==> src/rtl/host_byte_bridge.sv <==
// Byte-serial host front end: parses framed host bytes into core commands and
// 64-bit data words, and serializes core output words back to the host.
module host_byte_bridge #(
  parameter int CMD_W = 16
) (
  input  logic             clk,
  input  logic             rst,
  input  logic [7:0]       hin,
  input  logic             hin_isReady,
  output logic             hin_canReceive,
  output logic [7:0]       hout,
  output logic             hout_isReady,
  input  logic             hout_canReceive,
  output logic [CMD_W-1:0] cmd,
  output logic             cmd_hasAny,
  input  logic             cmd_consume,
  output logic [63:0]      in,
  output logic             in_isReady,
  input  logic             in_canReceive,
  input  logic [63:0]      out,
  input  logic             out_isReady,
  output logic             out_canReceive
);

  typedef enum logic [2:0] {
    RX_IDLE, RX_CMD_B0, RX_CMD_B1, RX_CMD_WAIT, RX_DATA_B, RX_DATA_WAIT, RX_RD_ARM
  } rx_state_e;

  typedef enum logic {TX_IDLE, TX_SHIFT} tx_state_e;

  rx_state_e   rx_state_q, rx_state_d;
  logic [15:0] cmd_q, cmd_d;
  logic [63:0] word_q, word_d;
  logic [2:0]  rx_bcnt_q, rx_bcnt_d;
  logic [6:0]  wcnt_q, wcnt_d;
  logic [6:0]  rd_n_q, rd_n_d;
  logic        tcnt_load;

  tx_state_e   tx_state_q, tx_state_d;
  logic [63:0] sr_q, sr_d;
  logic [3:0]  bcnt_q, bcnt_d;
  logic [6:0]  tcnt_q, tcnt_d;

  // RX: header decode, payload assembly and the core-side hold states.
  always_comb begin
    // NOTE: every output of this block gets a default first so no path can infer a latch.
    rx_state_d     = rx_state_q;
    cmd_d          = cmd_q;
    word_d         = word_q;
    rx_bcnt_d      = rx_bcnt_q;
    wcnt_d         = wcnt_q;
    rd_n_d         = rd_n_q;
    tcnt_load      = 1'b0;
    hin_canReceive = 1'b0;
    cmd_hasAny     = 1'b0;
    in_isReady     = 1'b0;
    unique case (rx_state_q)
      RX_IDLE: begin
        hin_canReceive = 1'b1;
        if (hin_isReady) begin
          unique case (hin[7:6])
            2'b00: rx_state_d = RX_CMD_B0;
            2'b01: begin
              wcnt_d     = {1'b0, hin[5:0]} + 7'd1;
              rx_bcnt_d  = 3'd0;
              rx_state_d = RX_DATA_B;
            end
            2'b10: begin
              rd_n_d     = {1'b0, hin[5:0]} + 7'd1;
              rx_state_d = RX_RD_ARM;
            end
            default: ;
          endcase
        end
      end
      RX_CMD_B0: begin
        hin_canReceive = 1'b1;
        if (hin_isReady) begin
          cmd_d[7:0] = hin;
          rx_state_d = RX_CMD_B1;
        end
      end
      RX_CMD_B1: begin
        hin_canReceive = 1'b1;
        if (hin_isReady) begin
          cmd_d[15:8] = hin;
          rx_state_d  = RX_CMD_WAIT;
        end
      end
      RX_CMD_WAIT: begin
        cmd_hasAny = 1'b1;
        if (cmd_consume) rx_state_d = RX_IDLE;
      end
      RX_DATA_B: begin
        hin_canReceive = 1'b1;
        if (hin_isReady) begin
          word_d    = {word_q[55:0], hin};
          rx_bcnt_d = rx_bcnt_q + 3'd1;
          if (rx_bcnt_q == 3'd7) rx_state_d = RX_DATA_WAIT;
        end
      end
      RX_DATA_WAIT: begin
        in_isReady = 1'b1;
        if (in_canReceive) begin
          wcnt_d     = wcnt_q - 7'd1;
          rx_state_d = (wcnt_q == 7'd1) ? RX_IDLE : RX_DATA_B;
        end
      end
      RX_RD_ARM: begin
        // tcnt is only reloaded once TX has drained the previous READ.
        if (tcnt_q == 7'd0) begin
          tcnt_load  = 1'b1;
          rx_state_d = RX_IDLE;
        end
      end
      default: rx_state_d = RX_IDLE;
    endcase
  end

  // TX: take one core word at a time while READ credit remains, emit MSB first.
  always_comb begin
    tx_state_d     = tx_state_q;
    sr_d           = sr_q;
    bcnt_d         = bcnt_q;
    tcnt_d         = tcnt_q;
    out_canReceive = 1'b0;
    hout_isReady   = 1'b0;
    hout           = 8'h00;
    unique case (tx_state_q)
      TX_IDLE: begin
        out_canReceive = (tcnt_q != 7'd0);
        if (out_canReceive && out_isReady) begin
          sr_d       = out;
          bcnt_d     = 4'd8;
          tcnt_d     = tcnt_q - 7'd1;
          tx_state_d = TX_SHIFT;
        end
      end
      TX_SHIFT: begin
        hout_isReady = 1'b1;
        hout         = sr_q[63:56];
        if (hout_canReceive) begin
          sr_d   = {sr_q[55:0], 8'h00};
          bcnt_d = bcnt_q - 4'd1;
          if (bcnt_q == 4'd1) tx_state_d = TX_IDLE;
        end
      end
      default: tx_state_d = TX_IDLE;
    endcase
    // A load only happens at tcnt==0, when TX cannot be decrementing it.
    if (tcnt_load) tcnt_d = rd_n_q;
  end

  // Payload registers read as zero whenever their valid is low.
  assign cmd = cmd_hasAny ? cmd_q[CMD_W-1:0] : '0;
  assign in  = in_isReady ? word_q : '0;

  // NOTE: state registers use non-blocking assignments so every flop samples pre-edge values.
  always_ff @(posedge clk) begin
    if (rst) begin
      rx_state_q <= RX_IDLE;
      cmd_q      <= '0;
      word_q     <= '0;
      rx_bcnt_q  <= '0;
      wcnt_q     <= '0;
      rd_n_q     <= '0;
      tx_state_q <= TX_IDLE;
      sr_q       <= '0;
      bcnt_q     <= '0;
      tcnt_q     <= '0;
    end else begin
      rx_state_q <= rx_state_d;
      cmd_q      <= cmd_d;
      word_q     <= word_d;
      rx_bcnt_q  <= rx_bcnt_d;
      wcnt_q     <= wcnt_d;
      rd_n_q     <= rd_n_d;
      tx_state_q <= tx_state_d;
      sr_q       <= sr_d;
      bcnt_q     <= bcnt_d;
      tcnt_q     <= tcnt_d;
    end
  end

endmodule
==> config.mk <==
export PLATFORM = sky130hd
export DESIGN_NAME = host_byte_bridge
export DESIGN_NICKNAME = d
export VERILOG_FILES = /design/src/rtl/host_byte_bridge.sv
export SDC_FILE = /design/constraint.sdc
export NUM_CORES = 1
export LEC_CHECK = 0
export CAP_MARGIN = 5
export CORE_MARGIN = 8
export CORE_UTILIZATION = 52
export DETAILED_ROUTE_END_ITERATION = 12
export PLACE_DENSITY = 0.81
export SLEW_MARGIN = 5
export SYNTH_ARGS = -nofsm -noshare
export SYNTH_HDL_FRONTEND = slang
export SYNTH_SLANG_ARGS = --single-unit
==> constraint.sdc <==
create_clock -name clk -period 1.8 [get_ports clk]
set_input_delay 0.18 -clock clk [delete_from_list [all_inputs] [get_ports clk]]
set_output_delay 0.18 -clock clk [all_outputs]
set_load 0.02 [all_outputs]
; Yosys cells after proc, flatten, opt, wreduce, memory -nomap -nowiden
; Index checks and enable logic that the tools add are counted.
[op_classes]
addsub = 5
eq_ne = 24
mux = 42
bitwise = 1
n_reduce_logical = 18
[op_table]
columns = op, n
row1 = 64-bit two-way mux, 3
row2 = 64-bit case mux with 2 select lines, 1
row3 = 7-bit two-way mux, 6
row4 = 3-bit two-way mux, 12
row5 = "2-bit != test, second input constant", 11
row6 = 3-bit case mux with 7 select lines, 1
row7 = 16-bit two-way mux, 1
row8 = 7-bit case mux with 2 select lines, 1
row9 = "7-bit by 1-bit subtractor with 7-bit output, second input constant", 2
row10 = "3-bit equality test, second input constant", 4
row11 = 1-bit two-way mux, 10
row12 = 2-bit AND reduction, 5
row13 = 3-bit case mux with 3 select lines, 1
row14 = 9-bit AND reduction, 1
row15 = 4-bit two-way mux, 2
row16 = 8-bit two-way mux, 1
row17 = 4-bit case mux with 2 select lines, 1
row18 = 4-bit AND reduction, 2
row19 = "6-bit by 1-bit adder with 7-bit output, second input constant", 1
row20 = "7-bit by 1-bit equality test with 1-bit output, second input constant", 1
row21 = 7-bit logical NOT, 1
row22 = 7-bit nonzero test, 1
row23 = "3-bit by 2-bit equality test with 1-bit output, second input constant", 2
row24 = 3-bit case mux with 2 select lines, 1
row25 = 16 further kinds, 18
[totals]
ff_bits = 176
inputBits = 79
wordCells = 101

; Logic depth before layout (Yosys ltp)
; Gate-level depths: netlist (run 1).
[depth]
depth_word = 5
depth_mapped = 9

; Least setup slack after synthesis (run 1)
; Ideal clock, no wire load.
[synth_timing]
path_kind = register -> output
from = register rx_state_q[0]
to = output port cmd[10]
t_arrival_ns = 1.553
t_required_ns = 1.620
slack_ns = 0.067
path_stages_with_launch = 7
n_path_buf = 3
cell_sequence = dfxtp_1 buf_2 buf_2 nand2_1 nor2_1 clkbuf_1 and2_1
[synth_via]
elab_chain_len = 3
[synth_lines]
columns = item, line
row1 = "start, declared", 31  ; rx_state_e rx_state_q, rx_state_d;
row2 = "start signal, assigned", 172  ; rx_state_q <= rx_state_d;
row3 = 3-bit by 2-bit equality test with 1-bit output, 57  ; unique case (rx_state_q)
row4 = 1-bit two-way mux, 57
row5 = net cmd_hasAny, 15  ; output logic cmd_hasAny,
row6 = 16-bit two-way mux, 155  ; assign cmd = cmd_hasAny ? cmd_q[CMD_W-1:0] : '0;
row7 = "end, declared", 14  ; output logic [CMD_W-1:0] cmd,
; The timed path passes the listed nets, and every way through them passes these cells.

; Worst setup path after layout (run 1)
[layout_timing]
from = register tcnt_q[0]
to = register sr_q[51]
[layout_via]
elab_chain_len = 4
[layout_lines]
columns = item, line
row1 = "start, declared", 42  ; logic [6:0] tcnt_q, tcnt_d;
row2 = "start signal, assigned", 181  ; tcnt_q <= tcnt_d;
row3 = 7-bit nonzero test, 131  ; out_canReceive = (tcnt_q != 7'd0);
row4 = 1-bit logical AND, 132  ; if (out_canReceive && out_isReady) begin
row5 = 2-bit != test (no source line), -
row6 = 2-bit AND reduction (no source line), -
row7 = "end signal, assigned", 179  ; sr_q <= sr_d;
row8 = "end, declared", 40  ; logic [63:0] sr_q, sr_d;
; No other way between the ends.
; A chain may end at the register's enable or synchronous reset.

==> out/qor.yml, run 1 <==
final_layout:
  layout_commonest_cell: "dfxtp_1"
  syn2layout_area_growth_pct: 43.2
  layout_common_cells: "171 x dfxtp_1, 164 x nand2_1, 96 x a21oi_1"
  diodes: 0
  fin_nets: 1256
  final_area_sq_um: 11900
  drive_gt1_frac: 0.302
global_route:
  grt_max_degree: 71
  overflow: 0
  grt_pass1_vias: 7490
  grt_pass1_wl_um: 38100
  grt.total_usage: 0.232
  antenna_found_initial: 0
routing:
  first_iter_violations: 455
  avgViaCountPerCell: 5.67
  wl_per_cell_um: 18.6
  drc: 0
  postRouteAntennaNets: 0
  first_pass_iters: 5
  wl_um: 26000
  vias: 7904
die:
  rows: 46
  initial_utilization: 0.527
  die_x_um: 142
  io-pin-count: 172
  core_sq_um: 15800
  die_h_um: 142
  die-area_sq_um: 20300
synthesis:
  muxShareOfSynthArea: 0.0881
  synth_edf_count: 0
  ys_seq_area_frac: 0.424
  synthXorXnorAreaFrac: 0.00422
  async_flop_share: 0
  synth_seq_cells: 176
  yosysUniqueCellTypes: 52
  synth_top_family_by_area: "simple AND/OR/NAND/NOR gates"
  syn_avg_cell_area_sq_um: 8.49
  yosysWarningCount: 0
  synth_area_sq_um: 8310
  synth_nets: 1070
  synth_compound_area_frac: 0.165
  syn_inst: 978
  synthFlopType: "dfxtp_1"
  synthSimpleGateAreaFrac: 0.247
  synth_fa_ha_area_frac: 0.0196
cts:
  cts_tree: "done"
  h-tree-depth: 4
  clk_path_buf_depth: 2
  cts_buffers: 17
  worstSkewPairLatency_ns: 0.43
  ctsRootBufferMaster: "clkbuf_16"
  clock-sinks: 176
  clkTransAtPathRegs_ns: 0.07
setup_path:
  cp-start-kind: "flop"
  required_ns: 2.13
  crit_path_max_fanout: 12
  r2r_start: "tcnt_q[0]$_SDFFE_PP0P_"
  critPathCaptureType: "flop"
  rr_worst_depth: 10
  r2r_end: "sr_q[51]$_SDFFE_PP0P_"
  ff2ff_setup_slack_ns: -0.03
  crit_arrival_ns: 2.16
  path_class: "reg2reg"
timing:
  hold_viol_final: 0
  rsz0062_at_grt: "true"
  finalCritPeriodShare: 1.02
  worst_slew_pin_slew_ns: 0.567
  max_freq_mhz: 547
  setup_ws_ns: -0.0275
  setup_viol_count_final: 25
  slew_headroom: 0.622
  fin_worst_skew_ns: 0.00867
  period_minus_slack_ns: 1.83
  slew_viol_final: 0
status:
  violations: "setup timing"
  status: "finished, violations left"
power:
  vdd_drop_max_uv: 732
  leakage_nw: 4.58
  power_density_nw_per_um2: 1270
  power.total_mw: 15.1
place:
  hpwl_um: 15400
  place_ws_ns: -0.317
  placed_cell_area_sq_um: 10500
  port_buffers: 171
  gp_congestion: 0.860
min_path:
  min_from: "rst"
  worstHoldPathType: "in2reg"
  holdPathStages: 2
  min_to: "cmd_q[6]$_SDFFE_PP0P_"
flow_run:
  cap_violations: 0
logic make-up after synthesis:
logic type               after synthesis
AO/OA/AOI/OAI                        199
adder cells (fa/ha/maj)               13
buffers and inverters                 97
multiplexers                          73
XOR/XNOR                               4
flip-flops                           176
AND/OR/NAND/NOR                      416
Yosys cell counts, types with 4 or more instances:
cell type	instances	area, sq um
a211oi_2	30	375
or3_1	4	25.0
a22oi_1	4	30.0
nand2b_1	10	62.6
nand3b_1	4	30.0
buf_2	24	120
dfxtp_1	176	3520
a21oi_1	98	490
nand3_1	23	115
mux2i_1	72	721
ha_1	13	163
and2_1	90	563
nor2b_1	5	31.3
and3_1	6	37.5
buf_1	4	15.0
clkbuf_1	51	191
buf_6	4	45.0
nor3_1	60	300
o21ai_0	11	55.1
a211oi_1	30	225
nor2_1	32	120
nand2_1	167	627
inv_1	13	48.8
a31oi_1	5	31.3
sequential cells by signal, indices dropped and copies added (netlist names):
| name | cells |
|---|---|
| bcnt_q | 4 |
| cmd_q | 16 |
| rd_n_q | 7 |
| rx_bcnt_q | 3 |
| rx_state_q | 3 |
| sr_q | 64 |
| tcnt_q | 7 |
| tx_state_q | 1 |
| wcnt_q | 7 |
| word_q | 64 |
power breakdown:
group / switching, mW / internal (mW) / leakage, nW / total (mW)
clock: 1.74 / 1.97 / 0.281 / 3.72
combinational: 3.17 / 2.98 / 2.86 / 6.16
sequential: 0.572 / 4.61 / 1.44 / 5.19
worst max-delay path, stage by stage, from the launching register on:
cell and delay [ns]:
dfxtp_2 0.35, inv_2 0.05, ha_4 0.15, nor4b_4 0.13, buf_4 0.15, buf_6 0.11, a21oi_4 0.15, buf_12 0.16
buf_8 0.16, nor3_1 0.07, a211oi_1 0.26
stage by stage:
| step | hold WS, ns | setup TNS, ns | util | instances |
|---|---|---|---|---|
| finish | 0.195 | -0.316 | 0.754 | 1393 |
| global route | 0.193 | -3.37 | 0.754 | 1393 |
| CTS | 0.160 | -2.06 | 0.714 | 1384 |
| detailed placement | 0.444 | -2.52 | 0.667 | 1338 |
| global placement | 0.438 | -0.756 | 0.667 | 1338 |
| floorplan | 0.316 | 0 | - | 978 |
worst max path at each step:
stage | startpoint | end
final | tcnt_q[0]$_SDFFE_PP0P_ | sr_q[51]$_SDFFE_PP0P_
after global placement | hin[6] | rx_state_q[1]$_SDFFE_PP0P_
after detailed placement | hin[6] | rx_state_q[1]$_SDFFE_PP0P_
after CTS | rx_state_q[1]$_SDFFE_PP0P_ | in[40]
after global routing | tcnt_q[1]$_SDFFE_PP0P_ | sr_q[51]$_SDFFE_PP0P_
after floorplan | rx_state_q[0]$_SDFFE_PP0P_ | cmd[10]
repair_timing:
item                       in CTS  in global routing
setup buffers                   9                  7
cloned                          6                  5
resized for setup             469                138
setup endpoints to repair     100                145
hold buffers                    0                  0
pin swaps                       8                 34
cell type report:
class / count / area [sq um]
multi-input combinational: 705 / 4870
fill: 1102 / 3880
sequential: 176 / 3530
timing repair buffer: 251 / 2580
clock buffer: 17 / 425
tap: 216 / 270
clock inverter: 15 / 165
inverter: 13 / 53.8
metal layers:
| layer | part of all wire | track usage | vias up |
|---|---|---|---|
| met4 | 0.025 | 0.0811 | 0 |
| met2 | 0.49 | 0.393 | 301 |
| met3 | 0.071 | 0.0507 | 60 |
| li1 | - | - | 3752 |
| met5 | 0 | 0 | - |
| met1 | 0.41 | 0.285 | 3791 |
(Power assumes the default switching activity.)
==> run 2, diff against run 1 <==
--- a/config.mk
+++ b/config.mk
@@ -10,6 +10,7 @@
 export CORE_UTILIZATION = 52
 export DETAILED_ROUTE_END_ITERATION = 12
 export PLACE_DENSITY = 0.81
+export REMOVE_ABC_BUFFERS = 1
 export SLEW_MARGIN = 5
 export SYNTH_ARGS = -nofsm -noshare
 export SYNTH_HDL_FRONTEND = slang
==> out/qor.yml, run 2 (same netlist as run 1, synthesis figures left out) <==
cts:
  clkTransAtPathRegs_ns: 0.07
  ctsRootBufferMaster: "clkbuf_16"
  clock-sinks: 176
  cts_tree: "done"
  ctsHoldBuffers: 0
  h-tree-depth: 4
  worstSkewPairLatency_ns: 0.43
  clk_path_buf_depth: 2
  cts_buffers: 17
power:
  internal-power_mw: 10.3
  p_switching_mw: 5.89
  power_frac_comb: 0.449
  netSwitchingFraction: 0.363
  leakage_nw: 4.69
  seq_power_share: 0.321
  clkPwrFrac: 0.230
  power_density_nw_per_um2: 1320
  vdd_drop_max_uv: 764
routing:
  wl_per_cell_um: 20.2
  drc: 0
  avgViaCountPerCell: 5.85
  postRouteAntennaNets: 0
  first_iter_violations: 740
  first_pass_iters: 5
  wl_um: 28500
  vias: 8256
die:
  io-pin-count: 172
  initial_utilization: 0.527
  die_x_um: 142
  die_h_um: 142
  rows: 46
  die-area_sq_um: 20300
  core_sq_um: 15800
setup_path:
  crit_path_max_fanout: 8
  ff2ff_setup_slack_ns: -0.11
  required_ns: 1.62
  r2r_start: "tcnt_q[1]$_SDFFE_PP0P_"
  cp-start-kind: "flop"
  critPathCaptureType: "primary output"
  cp-startpoint: "rx_state_q[1]$_SDFFE_PP0P_"
  path_class: "reg2out"
  crit_arrival_ns: 1.77
timing:
  tns_ns: -5.64
  hold_ws_ns: 0.242
  max_freq_mhz: 512
  slew_viol_final: 0
  finalCritPeriodShare: 1.09
  setup_viol_count_final: 80
  fin_worst_skew_ns: 0.0101
  setup_ws_ns: -0.153
  worst_slew_pin_slew_ns: 0.509
  hold_viol_final: 0
  rsz0062_at_grt: "true"
  period_minus_slack_ns: 1.95
  slew_headroom: 0.658
flow_run:
  cap_violations: 0
global_route:
  grt_pass1_wl_um: 36300
  grt_pass1_vias: 7309
  grt.total_usage: 0.221
  grt_max_degree: 65
  antenna_found_initial: 0
  overflow: 0
place:
  port_buffers: 171
  gp_congestion: 0.849
  hpwl_um: 15000
  place_ws_ns: -0.282
  placed_cell_area_sq_um: 10600
final_layout:
  layout_commonest_cell: "dfxtp_1"
  fin_nets: 1275
  final_area_sq_um: 12300
  diodes: 0
  syn2layout_area_growth_pct: 48.1
  drive_gt1_frac: 0.307
  layout_common_cells: "171 x dfxtp_1, 164 x nand2_1, 96 x a21oi_1"
  multi_input_area_sq_um: 4910
  reg_top3: "sr_q x64, word_q x64, cmd_q x16"
  fillers: 1009
  seq_area_sq_um: 3530
  final_util: 0.780
min_path:
  min_from: "rst"
  worstHoldPathType: "in2reg"
status:
  status: "finished, violations left"
  violations: "setup timing"
==> run 2: path summary, 6_finish.rpt <==
kind / end / cells past startpoint
worst max-delay path: in[62] / 7
worst min register to register: word_q[56]$_SDFFE_PP0P_ / 2
worst min-delay path: sr_q[62]$_SDFFE_PP0P_ / 2
worst max register to register: sr_q[14]$_SDFFE_PP0P_ / 10
==> run 2: power by group through the flow <==
| stage | clock network [mW] | registers, mW | logic (mW) |
|---|---|---|---|
| 5_1_grt | 3.89 | 5.25 | 7.67 |
| 4_1_cts | 3.70 | 5.03 | 5.04 |
| 3_3_place_gp | 0 | 5.07 | 4.82 |
| 6_report | 3.73 | 5.21 | 7.30 |
| 3_5_place_dp | 0 | 5.10 | 4.91 |
| 2_1_floorplan | 0 | 5.38 | 3.25 |
==> run 2: critical path: stages (launching register included) <==
cell and delay, ns:
dfxtp_2 0.32, nand3b_1 0.22, inv_4 0.12, buf_12 0.12, buf_12 0.13, clkbuf_16 0.16
and2_1 0.15, buf_6 0.12
==> run 2: through the flow <==
stage | instances | power, mW
final | 1411 | 16.2
after global routing | 1411 | 16.8
after CTS | 1389 | 13.8
after detailed placement | 1349 | 10.0
after global placement | 1349 | 9.89
after floorplan | 894 | 8.62
==> run 2: layout make-up <==
class / instances / area share
clock inverter: 12 / 0.0108
tap: 216 / 0.0220
timing repair buffer: 270 / 0.240
multi-input combinational: 705 / 0.399
inverter: 13 / 0.00417
clock buffer: 19 / 0.0368
sequential: 176 / 0.287
==> run 2: layer usage <==
metal,up-vias,track usage,share of wire
met5,-,0,0
met4,0,0.0878,0.024
met3,59,0.0439,0.073
met2,385,0.367,0.50
met1,4014,0.276,0.40
li1,3798,-,-
==> run 2: timing repair <==
item                       CTS  global route
setup endpoints to repair   94           117
gates cloned                 4            16
hold endpoints to repair     0             0
gates resized for setup    397           222
pin swaps                    9            70
buffers inserted             5             7
